File: src/rtl/cpx_src_reqq_if.sv
// Bundle between the scache return pipeline, the CPX grant path and the
// source request queue.
interface cpx_src_reqq_if #(
    parameter int DW = 145
);
    logic          pkt_vld;
    logic [2:0]    pkt_dest;
    logic          pkt_atom;
    logic [DW-1:0] pkt_data;
    logic [7:0]    cpx_grant_ca;
    logic [7:0]    scache_cpx_req_cq;
    logic          scache_cpx_atom_cq;
    logic [DW-1:0] scache_cpx_data_cx;
    logic          scache_cpx_data_vld_cx;
    logic          q_full;
    logic          q_empty;
    logic          err;

    modport master (
        output pkt_vld, pkt_dest, pkt_atom, pkt_data, cpx_grant_ca,
        input  scache_cpx_req_cq, scache_cpx_atom_cq, scache_cpx_data_cx,
               scache_cpx_data_vld_cx, q_full, q_empty, err
    );

    modport slave (
        input  pkt_vld, pkt_dest, pkt_atom, pkt_data, cpx_grant_ca,
        output scache_cpx_req_cq, scache_cpx_atom_cq, scache_cpx_data_cx,
               scache_cpx_data_vld_cx, q_full, q_empty, err
    );
endinterface

File: src/rtl/cpx_src_reqq.sv
// Source-side CPX request queue: in-order packet FIFO with per-cpu credits.
// Define CPX_SRC_ATOM_EN to enable atomic-pair issue (ATOM2 state, atom output).
module cpx_src_reqq #(
    parameter int DW     = 145,
    parameter int QDEPTH = 4,
    parameter int CRED   = 2
) (
    input logic           rclk,
    input logic           reset,
    cpx_src_reqq_if.slave bus
);
    localparam int AW = $clog2(QDEPTH);
    localparam int CW = $clog2(CRED + 1);
    localparam logic [CW-1:0] CRED_MAX  = CW'(CRED);
    localparam logic [AW:0]   DEPTH_CNT = (AW + 1)'(QDEPTH);

    typedef enum logic {
        IDLE
`ifdef CPX_SRC_ATOM_EN
        , ATOM2
`endif
    } state_t;

    logic [2:0]    q_dest [QDEPTH];
    logic [DW-1:0] q_data [QDEPTH];
    logic [AW-1:0] head;
    logic [AW-1:0] tail;
    logic [AW:0]   count;
    logic [AW:0]   count_nxt;
    logic [CW-1:0] credit     [8];
    logic [CW-1:0] credit_nxt [8];
    state_t        state;
    state_t        state_nxt;

    logic          full_now;
    logic          head_vld;
    logic          enq;
    logic          issue;
    logic [2:0]    head_dest;
    logic [2:0]    issue_dest;
    logic [1:0]    take;
    logic          seq_err;
    logic          grant_err;

    logic [7:0]    req_p0;
    logic          vld_p0;
    logic [DW-1:0] data_p0;
    logic          vld_p1;
    logic [DW-1:0] data_p1;
    logic          full_r;
    logic          empty_r;
    logic          err_r;

`ifdef CPX_SRC_ATOM_EN
    logic          q_atom [QDEPTH];
    logic          head_atom;
    logic          issue_atom;
    logic          atom_p0;
    logic [2:0]    atom_dest;
    assign head_atom = q_atom[head];
`else
    logic          atom_unused;
    assign atom_unused = bus.pkt_atom;
`endif

    assign full_now  = (count == DEPTH_CNT);
    assign head_vld  = (count != '0);
    assign enq       = bus.pkt_vld && !full_now;
    assign head_dest = q_dest[head];
    assign count_nxt = count + (AW + 1)'(enq) - (AW + 1)'(issue);

    always_comb begin
        state_nxt  = state;
        issue      = 1'b0;
        issue_dest = head_dest;
        take       = 2'd0;
        seq_err    = 1'b0;
`ifdef CPX_SRC_ATOM_EN
        issue_atom = 1'b0;
`endif
        case (state)
            IDLE: begin
                if (head_vld) begin
`ifdef CPX_SRC_ATOM_EN
                    // First half reserves the credit of its partner as well.
                    if (head_atom) begin
                        if (int'(credit[head_dest]) >= 2) begin
                            issue      = 1'b1;
                            issue_atom = 1'b1;
                            take       = 2'd2;
                            state_nxt  = ATOM2;
                        end
                    end else if (credit[head_dest] != '0) begin
                        issue = 1'b1;
                        take  = 2'd1;
                    end
`else
                    if (credit[head_dest] != '0) begin
                        issue = 1'b1;
                        take  = 2'd1;
                    end
`endif
                end
            end
`ifdef CPX_SRC_ATOM_EN
            ATOM2: begin
                if (head_vld) begin
                    issue      = 1'b1;
                    issue_dest = atom_dest;
                    seq_err    = (head_dest != atom_dest);
                    state_nxt  = IDLE;
                end
            end
`endif
            default: state_nxt = IDLE;
        endcase
    end

    always_comb begin
        grant_err = 1'b0;
        for (int d = 0; d < 8; d++) begin
            credit_nxt[d] = credit[d];
            if (bus.cpx_grant_ca[d]) begin
                if (credit[d] == CRED_MAX) grant_err = 1'b1;
                else credit_nxt[d] = credit_nxt[d] + CW'(1);
            end
            if (issue && (issue_dest == 3'(d))) credit_nxt[d] = credit_nxt[d] - CW'(take);
        end
    end

    always_ff @(posedge rclk) begin
        if (reset) begin
            head    <= '0;
            tail    <= '0;
            count   <= '0;
            state   <= IDLE;
            for (int d = 0; d < 8; d++) credit[d] <= CRED_MAX;
            err_r   <= 1'b0;
            full_r  <= 1'b0;
            empty_r <= 1'b1;
            req_p0  <= 8'd0;
            vld_p0  <= 1'b0;
            vld_p1  <= 1'b0;
            data_p1 <= '0;
`ifdef CPX_SRC_ATOM_EN
            atom_p0 <= 1'b0;
`endif
        end else begin
            head    <= head + AW'(issue);
            tail    <= tail + AW'(enq);
            count   <= count_nxt;
            state   <= state_nxt;
            for (int d = 0; d < 8; d++) credit[d] <= credit_nxt[d];
            err_r   <= err_r | (bus.pkt_vld & full_now) | grant_err | seq_err;
            full_r  <= (count_nxt == DEPTH_CNT);
            empty_r <= (count_nxt == '0);
            // CQ stage: request pulse
            req_p0  <= issue ? (8'd1 << issue_dest) : 8'd0;
            vld_p0  <= issue;
`ifdef CPX_SRC_ATOM_EN
            atom_p0 <= issue_atom;
`endif
            // CX stage: payload follows its request by one cycle
            vld_p1  <= vld_p0;
            if (vld_p0) data_p1 <= data_p0;
        end
    end

    always_ff @(posedge rclk) begin
        if (enq) begin
            q_dest[tail] <= bus.pkt_dest;
            q_data[tail] <= bus.pkt_data;
`ifdef CPX_SRC_ATOM_EN
            q_atom[tail] <= bus.pkt_atom;
`endif
        end
        if (issue) data_p0 <= q_data[head];
`ifdef CPX_SRC_ATOM_EN
        if (issue_atom) atom_dest <= head_dest;
`endif
    end

    assign bus.scache_cpx_req_cq      = req_p0;
`ifdef CPX_SRC_ATOM_EN
    assign bus.scache_cpx_atom_cq     = atom_p0;
`else
    assign bus.scache_cpx_atom_cq     = 1'b0;
`endif
    assign bus.scache_cpx_data_cx     = data_p1;
    assign bus.scache_cpx_data_vld_cx = vld_p1;
    assign bus.q_full                 = full_r;
    assign bus.q_empty                = empty_r;
    assign bus.err                    = err_r;
endmodule
File: src/flat_wrapper.sv
// flat-port wrapper written by rule: the top's interface ports become plain ports
module cpx_src_reqq_flat 
#(
    parameter int DW     = 145,
    parameter int QDEPTH = 4,
    parameter int CRED   = 2
)
  (rclk, reset, bus_pkt_vld, bus_pkt_dest, bus_pkt_atom, bus_pkt_data, bus_cpx_grant_ca, bus_scache_cpx_req_cq, bus_scache_cpx_atom_cq, bus_scache_cpx_data_cx, bus_scache_cpx_data_vld_cx, bus_q_full, bus_q_empty, bus_err);
  cpx_src_reqq_if #(.DW(DW)) bus_i ();
  input logic rclk;
  input logic reset;
  input wire logic [$bits(bus_i.pkt_vld)-1:0] bus_pkt_vld;
  input wire logic [$bits(bus_i.pkt_dest)-1:0] bus_pkt_dest;
  input wire logic [$bits(bus_i.pkt_atom)-1:0] bus_pkt_atom;
  input wire logic [$bits(bus_i.pkt_data)-1:0] bus_pkt_data;
  input wire logic [$bits(bus_i.cpx_grant_ca)-1:0] bus_cpx_grant_ca;
  output wire logic [$bits(bus_i.scache_cpx_req_cq)-1:0] bus_scache_cpx_req_cq;
  output wire logic [$bits(bus_i.scache_cpx_atom_cq)-1:0] bus_scache_cpx_atom_cq;
  output wire logic [$bits(bus_i.scache_cpx_data_cx)-1:0] bus_scache_cpx_data_cx;
  output wire logic [$bits(bus_i.scache_cpx_data_vld_cx)-1:0] bus_scache_cpx_data_vld_cx;
  output wire logic [$bits(bus_i.q_full)-1:0] bus_q_full;
  output wire logic [$bits(bus_i.q_empty)-1:0] bus_q_empty;
  output wire logic [$bits(bus_i.err)-1:0] bus_err;
  assign bus_i.pkt_vld = bus_pkt_vld;
  assign bus_i.pkt_dest = bus_pkt_dest;
  assign bus_i.pkt_atom = bus_pkt_atom;
  assign bus_i.pkt_data = bus_pkt_data;
  assign bus_i.cpx_grant_ca = bus_cpx_grant_ca;
  assign bus_scache_cpx_req_cq = bus_i.scache_cpx_req_cq;
  assign bus_scache_cpx_atom_cq = bus_i.scache_cpx_atom_cq;
  assign bus_scache_cpx_data_cx = bus_i.scache_cpx_data_cx;
  assign bus_scache_cpx_data_vld_cx = bus_i.scache_cpx_data_vld_cx;
  assign bus_q_full = bus_i.q_full;
  assign bus_q_empty = bus_i.q_empty;
  assign bus_err = bus_i.err;
  cpx_src_reqq #(.DW(DW), .QDEPTH(QDEPTH), .CRED(CRED)) u_core (.rclk(rclk), .reset(reset), .bus(bus_i));
endmodule
File: config.mk
export PLATFORM = sky130hd
export DESIGN_NAME = cpx_src_reqq_flat
export DESIGN_NICKNAME = d
export VERILOG_FILES = /design/src/rtl/cpx_src_reqq_if.sv /design/src/rtl/cpx_src_reqq.sv /design/src/flat_wrapper.sv
export SDC_FILE = /design/constraint.sdc
export NUM_CORES = 1
export LEC_CHECK = 0
export ABC_AREA = 1
export BUFFER_PORTS_ARGS = -buffer_cell sky130_fd_sc_hd__buf_4
export CAP_MARGIN = 5
export CORE_UTILIZATION = 30
export DETAILED_ROUTE_END_ITERATION = 12
export HOLD_SLACK_MARGIN = 0.1
export PLACE_DENSITY_LB_ADDON = 0.08
export SYNTH_ARGS = -nofsm -noshare
export SYNTH_HDL_FRONTEND = slang
export SYNTH_SLANG_ARGS = --single-unit
File: constraint.sdc
create_clock -name rclk -period 18.6 [get_ports rclk]
set_input_delay 3.72 -clock rclk [delete_from_list [all_inputs] [get_ports rclk]]
set_output_delay 3.72 -clock rclk [all_outputs]
set_load 0.05 [all_outputs]
# After elaboration in Yosys (flattened, before gate mapping)
# Memory sizes are Yosys's and may differ from the RTL's. A register that Yosys moved wholly into a read port is not among the register bits.
# Cells that the tools add are included.
# word_totals
ram_bits,608
out_inout_bits,158
wordCells,136
input_bits,160
n_memories,3
regBits,165
# op_classes
shift,1
mux,58
n_reduce_logical,15
n_eq_ne,17
n_addsub,20
bitwise_logic,12
# memory_table
memory,depth,width,read_ports,rd_ports_with_merged_regs,wr,line,rtl
u_core.q_data,4,145,1,1,1,cpx_src_reqq.sv:25,logic [DW-1:0] q_data [QDEPTH];
u_core.credit,8,2,9,0,8,cpx_src_reqq.sv:30,logic [CW-1:0] credit [8];
u_core.q_dest,4,3,1,1,1,cpx_src_reqq.sv:24,logic [2:0] q_dest [QDEPTH];
# ops
operator,count
2-bit 2-to-1 mux,34
1-bit 2-to-1 mux,24
3-bit == test (second input constant),6
2-bit by 1-bit adder with 2-bit output (second input constant),8
2-bit == test (second input constant),8
2-bit subtractor,8
1-bit OR,10
1-bit logical AND,9
1-bit by 3-bit << shifter with 8-bit output (first input constant),1
3-bit by 2-bit == test with 1-bit output (second input constant),2
3-bit zero test,2
2-bit by 1-bit adder with 2-bit output,2
3-bit by 1-bit adder with 3-bit output,1
3-bit by 1-bit == test with 1-bit output (second input constant),1
3-bit nonzero test,1
3-bit by 1-bit subtractor with 3-bit output,1
2-bit nonzero test,1
2-bit OR reduction,1
1-bit AND,1
1-bit zero test,1
1-bit NOT,1

# Depth between registers and ports, before layout
# Gate-level depths: netlist of run 1.
# An unclocked memory read counts as a cell.
# logic_depth
depth_word,19
ltp_mapped,20
depth_no_buf,19

# Worst setup path before layout of run 1
# No wires, ideal clock.
# synth_path
path_type,input -> register
startpoint,in bus_pkt_vld
endpoint,mem u_core.q_data[0][0] (enable)
slack_ns,3.868
t_arrival_ns,13.894
cell_stages,2
setup_ns,0.838
path_buffers,0
required_ns,17.762
path_cell_list,o21ai_0 -> nor3_1
# synth_via
elab_chain_cells,3
# synth_rtl
element,line,rtl
"start, declared",flat_wrapper.sv:12,input wire logic [$bits(bus_i.pkt_vld)-1:0] bus_pkt_vld;
1-bit logical AND,cpx_src_reqq.sv:68,assign enq = bus.pkt_vld && !full_now;
1-bit 2-to-1 mux,cpx_src_reqq.sv:170,if (enq) begin
1-bit 2-to-1 mux (not written as such),cpx_src_reqq.sv:172,q_data[tail] <= bus.pkt_data;
"end, declared",cpx_src_reqq.sv:25,
# No other way between the ends.

# Worst setup path in the final report of run 1
# layout_path
startpoint,in bus_pkt_vld
endpoint,mem u_core.q_data[2][90] (enable)
# Same word-level chain as after synthesis.

==> results by group, run 1 <==
Worst setup path
  • Slowest CP cell: buf_4
  • CP arrival: 5.81 ns
  • Setup CP Type: input port to flop
  • Top delay family on crit path: buffers and inverters
  • Critical path's most frequent cell: buf_4
  • Critical path's largest stage delay: 0.83 ns
  • Cell breakdown of the critical path: buf_4 > o21ai_0 > nor3_2 > buf_4 > buf_4
  • Flop2flop setup slack: 14.06 ns
  • Buffers & Inverters on Critical Path: 3
  • Type of origin of the critical path: input port
  • CP endpoint kind: flop
  • Req. time, crit path: 18.91 ns
  • Max Fanout on Critical Path: 50

Placement
  • Cell Area, Placed: 37300 µm²
  • IO Port Bufs: 315
  • GP Congestion: 0.743
  • Placed insts: 4212
  • Final HPWL DP: 48900 µm

Drt
  • Wirelength, routed: 92600 µm
  • TritonRoute pass-1 iters: 5
  • WL met1: 40700 µm
  • Drt first-iter violations: 1248
  • DRC: 0
  • DR WL met2: 45000 µm
  • DR WL met3: 4870 µm
  • Via count: 20600
  • Vias per inst: 4.67
  • DRT antenna net count: 0
  • Max layer used: met5
  • Post-DR wirelength/cell: 21.0 µm

Die
  • # rows: 121
  • Die Ht: 335 µm
  • Starting Density: 30.4%
  • IO Pins: 318
  • Placeable core region: 109000 µm²
  • Die ar.: 112000 µm²
  • Die width: 335 µm

Timing
  • Final setup vio count: 0
  • Fin crit share: 29.6%
  • Final Hold Vio Count: 0
  • Relative slew slack: 24.6%
  • Peak Freq: 0.182 GHz
  • Hold_ws: 0.461 ns
  • RSZ-0062 raised after global routing: false
  • Worst-Margin Slew: 1.13 ns
  • TNS Setup: 0 ns
  • Final Critical Period: 5.50 ns
  • Skew final: 0.0170 ns
  • Slew Viols, Final: 0

Global route
  • Overflow after GRT: 0
  • All-Layer GR Usage: 16.3%
  • Largest net degree at the start of global routing: 166
  • Antenna violations before repair: 10
  • First-pass GRT wire length: 136000 µm
  • Vias in the first global route: 21000

Synth
  • Top-count cell post-synth: edfxtp_1
  • Fraction of registers with async set or reset after synthesis: 0%
  • Post-Syn Area: 33300 µm²
  • Synth area leaders: edfxtp_1, dfxtp_1, nor2_1
  • Netlist cell types: 34
  • Post-synth top area share: 66.4%
  • Syn_nets: 2729
  • Largest area contributor in the netlist: edfxtp_1
  • Sequential area share after synthesis: 77.3%
  • Avg Cell Area, Syn: 13.1 µm²
  • Synth cell count leaders: edfxtp_1, nor2_1, o21ai_0, dfxtp_1, o22ai_1
  • Count of state elements after synthesis: 918
  • Post-Syn Instances: 2540
  • Number of synthesized flops with an enable pin: 737
  • Synth Flop Type: edfxtp_1
  • Synth warnings: 0

Finish
  • Fillers: 10500
  • Ratio of cells with drive above 1 in the final layout: 18.4%
  • Non-Filler Instances: 4411
  • Area of the multi-input gates: 6770 µm²
  • # nets final: 3031
  • Register area: 25800 µm²
  • Final instance area: 40700 µm²
  • Area growth, synth to finish: 22.2%
  • Core Util, Final: 37.2%

Clock tree
  • Post-cts sizing count: 0
  • CTS clk-pin slew, worst paths: 0.06 ns
  • Clock tree buffer depth: 3
  • Hold buffers post-CTS: 0
  • CTS tree: yes
  • Total setup buffers inserted after CTS: 0
  • Clk sinks: 918
  • Worst skew pair latency: 0.68 ns
  • H-tree depth: 3
  • Clk root buf: clkbuf_16
  • CTS buffer count: 104

Min path
  • Worst Hold Class: flop to flop

Pwr
  • Internal power: 4.61 mW
  • Clock share of power: 28.5%
  • Comb power frac: 29.5%
  • P_leak: 14.8 nW
  • Seq pwr share: 42.0%
  • Switching Share: 36.2%
  • Max IR drop VDD: 0.257 mV
  • PD cells: 177 nW/µm²
  • Net Sw Power: 2.61 mW

Status
  • Status: finished, final reports clean

Run
  • Max-Cap Viols: 0
[state kept, by name, indices dropped and copies added (netlist names)]
| register | cells |
|---|---|
| u_core.count | 3 |
| u_core.q_dest | 12 |
| u_core.bus.err | 1 |
| u_core.bus.scache_cpx_req_cq | 8 |
| u_core.bus.scache_cpx_data_cx | 145 |
| u_core.q_data | 580 |
| u_core.data_p0 | 145 |
| u_core.vld_p0 | 1 |
| u_core.credit | 16 |
| u_core.bus.scache_cpx_data_vld_cx | 1 |
| u_core.bus.q_empty | 1 |
| u_core.tail | 2 |
| u_core.bus.q_full | 1 |
| u_core.head | 2 |
[layout make-up]
type / instances / share of cell area [%]
tap: 1476 / 4.54
inverter: 59 / 0.599
sequential: 918 / 63.3
antenna: 2 / 0.0123
timing repair buffer: 346 / 6.44
clock inverter: 54 / 1.41
clock buffer: 143 / 7.07
multi-input combinational: 1413 / 16.6
[stage by stage]
stage / worst slack [ns] / total power, mW
3_5_place_dp: 12.30 / 5.27
4_1_cts: 13.05 / 7.36
3_3_place_gp: 12.28 / 5.22
5_1_grt: 12.95 / 7.64
6_report: 13.10 / 7.22
2_1_floorplan: 3.87 / 4.46
[cells in the final DEF (no fill, tap or decap), drive strengths merged]
| cell | count |
|---|---|
| conb | 1 |
| a21oi | 10 |
| bufinv | 10 |
| o22ai | 145 |
| fa | 1 |
| o211ai | 1 |
| a221oi | 1 |
| clkinv | 36 |
| o21ai | 447 |
| buf | 346 |
| diode | 2 |
| nor3 | 7 |
| dfxtp | 181 |
| a41oi | 1 |
| xor2 | 4 |
| clkinvlp | 5 |
| clkbuf | 143 |
| nand2 | 90 |
| a22o | 2 |
| ha | 28 |
| nand3 | 31 |
| xnor2 | 7 |
| edfxtp | 737 |
| inv | 62 |
| nand4 | 5 |
| nor2 | 632 |
[worst min-delay path, cell delays in order (launching register included)]
cell,delay [ns]
edfxtp_1,0.32
nor2_1,0.04
nor2_1,0.08
[path summary, 6_finish.rpt]
kind / depth (start not counted) / endpoint / from
worst max-delay path: 5 / u_core.q_data[2][90] / bus_pkt_vld
worst min-delay path: 2 / u_core.bus.scache_cpx_data_cx[126] / u_core.data_p0[126]
worst min register to register: 2 / u_core.bus.scache_cpx_data_cx[126] / u_core.data_p0[126]
worst max register to register: 12 / u_core.data_p0[19] / u_core.head[0]
[routing by layer]
layer	up-vias	track usage, %
met1	10300	20.7
li1	9751	-
met2	441	27.6
met5	-	0
met4	14	4.86
met3	133	3.66
[power by group through the flow]
stage / Sequential (mW) / Clock [mW] / Combinational (mW)
after floorplan: 3.40 / 0 / 1.06
after global placement: 3.07 / 0 / 2.16
after detailed placement: 3.07 / 0 / 2.20
after CTS: 3.04 / 2.12 / 2.20
after global routing: 3.08 / 2.20 / 2.36
final: 3.03 / 2.06 / 2.13
[cells by family after synthesis]
family / after synthesis / synth area share [%]
flip-flops: 918 / 77.3
AO/OA/AOI/OAI: 607 / 9.74
buffers and inverters: 209 / 2.44
other: 1 / 0.0113
adder cells (fa/ha/maj): 29 / 1.11
XOR/XNOR: 11 / 0.289
AND/OR/NAND/NOR: 765 / 9.11
Power figures use the tool's default switching activity.
==> run 2, diff against run 1 <==
clock period = 5.05 ns   (was 18.6 ns; I/O delays follow)
==> run 2 against run 1 <==
Cell count did not move. Utilization rose by 0.17 points. Clock power increased to 3.7 times the previous value. Combinational power grew to 3.7 times the previous value. Via count shrank 0.51%. Worst setup slack lost 12 ns. Power increased to 3.7 times the previous value. Sequential cell count is the same.
==> results by group, run 2 (synthesized netlist as in run 1, its figures left out) <==
Worst setup path
  • Type of origin of the critical path: flop
  • CP endpoint kind: flop
  • Req. time, crit path: 5.55 ns
  • Reg2reg start: u_core.head[0]
  • Setup CP Type: flop to flop
  • Critical Path Source: u_core.head[0]
  • CP arrival: 4.15 ns
  • Max Fanout on Critical Path: 104

Drt
  • Post-DR wirelength/cell: 20.9 µm
  • DR WL met3: 5440 µm
  • Vias per inst: 4.65
  • Max layer used: met5
  • DR WL met2: 45800 µm
  • WL met1: 39200 µm
  • DRC: 0
  • Wirelength, routed: 92200 µm
  • TritonRoute pass-1 iters: 5
  • Via count: 20500
  • Drt first-iter violations: 1019
  • DRT antenna net count: 0

Status
  • Status: finished, final reports clean

Pwr
  • PD cells: 651 nW/µm²
  • Max IR drop VDD: 0.710 mV
  • P_leak: 14.9 nW

Timing
  • Fin crit share: 72.3%
  • Final Hold Vio Count: 0
  • Worst-Margin Slew: 1.06 ns
  • RSZ-0062 raised after global routing: false
  • Relative slew slack: 28.9%
  • Skew final: 0.0311 ns
  • Final setup vio count: 0
  • TNS Setup: 0 ns
  • Hold_ws: 0.461 ns
  • Slew Viols, Final: 0
  • Final Critical Period: 3.65 ns
  • Peak Freq: 0.274 GHz

Finish
  • Ratio of cells with drive above 1 in the final layout: 18.5%
  • Commonest non-fill, non-tap cell in the layout: edfxtp_1
  • Most frequent cells in the layout: edfxtp_1, nor2_1, o21ai_0, buf_4, dfxtp_1
  • # nets final: 3030
  • Number of flip-flops in the largest register: 580
  • Non-Filler Instances: 4411
  • Final instance area: 40900 µm²
  • Area growth, synth to finish: 22.7%
  • Largest Register: u_core.q_data

Min path
  • Worst Hold Class: flop to flop
  • Worst Min Path Start: u_core.data_p0[7]

Global route
  • Overflow after GRT: 0
  • Largest net degree at the start of global routing: 174
  • First-pass GRT wire length: 135000 µm
  • Vias in the first global route: 20800
  • All-Layer GR Usage: 16.2%
  • Antenna violations before repair: 12

Clock tree
  • Total setup buffers inserted after CTS: 0
  • CTS buffer count: 104
  • Post-cts sizing count: 0
  • CTS clk-pin slew, worst paths: 0.06 ns
  • Clock tree buffer depth: 3
  • H-tree depth: 3
  • Hold buffers post-CTS: 0
  • Clk sinks: 918
  • Clk root buf: clkbuf_16
  • CTS tree: yes
  • Worst skew pair latency: 0.69 ns

Placement
  • Cell Area, Placed: 37400 µm²
  • Final HPWL DP: 48300 µm
  • Placed insts: 4211
  • GP Congestion: 0.729
  • IO Port Bufs: 315

Die
  • Placeable core region: 109000 µm²
  • IO Pins: 318
  • # rows: 121
  • Die ar.: 112000 µm²
  • Die Ht: 335 µm
  • Starting Density: 30.4%
  • Die width: 335 µm

Run
  • Max-Cap Viols: 0
[run 2: changes by cell type in the layout (fill, tap and decap cells not counted), sizes merged]
cell,change
clkinv,-8
buf,-1
clkbuf,+13
bufinv,-1
inv,+1
clkinvlp,-4
[run 2: per-stage QoR]
step / util (%) / power, mW / setup WS, ns
floorplan: - / 16.3 / -0.0476
global placement: 34.2 / 19.3 / 1.30
global route: 37.4 / 28.2 / 0.997
finish: 37.4 / 26.6 / 1.40
detailed placement: 34.2 / 19.4 / 1.23
CTS: 37.4 / 27.2 / 1.22
[run 2: layer usage]
metal	track usage (%)	up-vias
met5	0	-
met4	4.40	24
met3	4.03	141
met2	28.2	410
met1	20.0	10200
li1	-	9728
[run 2: worst paths after layout]
| check | to | slack, ns | depth (start not counted) |
|---|---|---|---|
| worst max-delay path | u_core.bus.q_empty | 1.40 | 17 |
| worst min-delay path | u_core.bus.scache_cpx_data_cx[7] | 0.46 | 2 |
| worst max register to register | u_core.bus.q_empty | 1.40 | 17 |
| worst min register to register | u_core.bus.scache_cpx_data_cx[7] | 0.46 | 2 |
[run 2: where the power goes]
| group | internal, mW | switching, mW |
|---|---|---|
| registers | 10.5 | 0.650 |
| logic | 2.04 | 5.84 |
| clock network | 4.56 | 3.04 |
[run 2: critical path, cell delays in order, from the launching register on]
cell	delay (ns)
dfxtp_4	0.74
inv_8	0.37
nor2_1	0.20
nor2_1	0.07
o21ai_2	0.09
nand2_4	0.14
inv_2	0.14
o21ai_1	0.08
inv_1	0.07
nand3_2	0.13
inv_2	0.12
nor2_8	0.05
ha_1	0.27
inv_1	0.04
ha_1	0.20
fa_1	0.42
xnor2_1	0.21
o21ai_0	0.10
[run 2: area by class of cell]
cell class | instances | area [µm²]
clock inverters | 42 | 483
well taps | 1476 | 1850
flip-flops and latches | 918 | 25800
multi-input cells | 1413 | 6810
repair buffers | 345 | 2740
clock buffers | 156 | 3000
diodes | 2 | 5.00
inverters | 59 | 244
fillers | 10400 | 68600
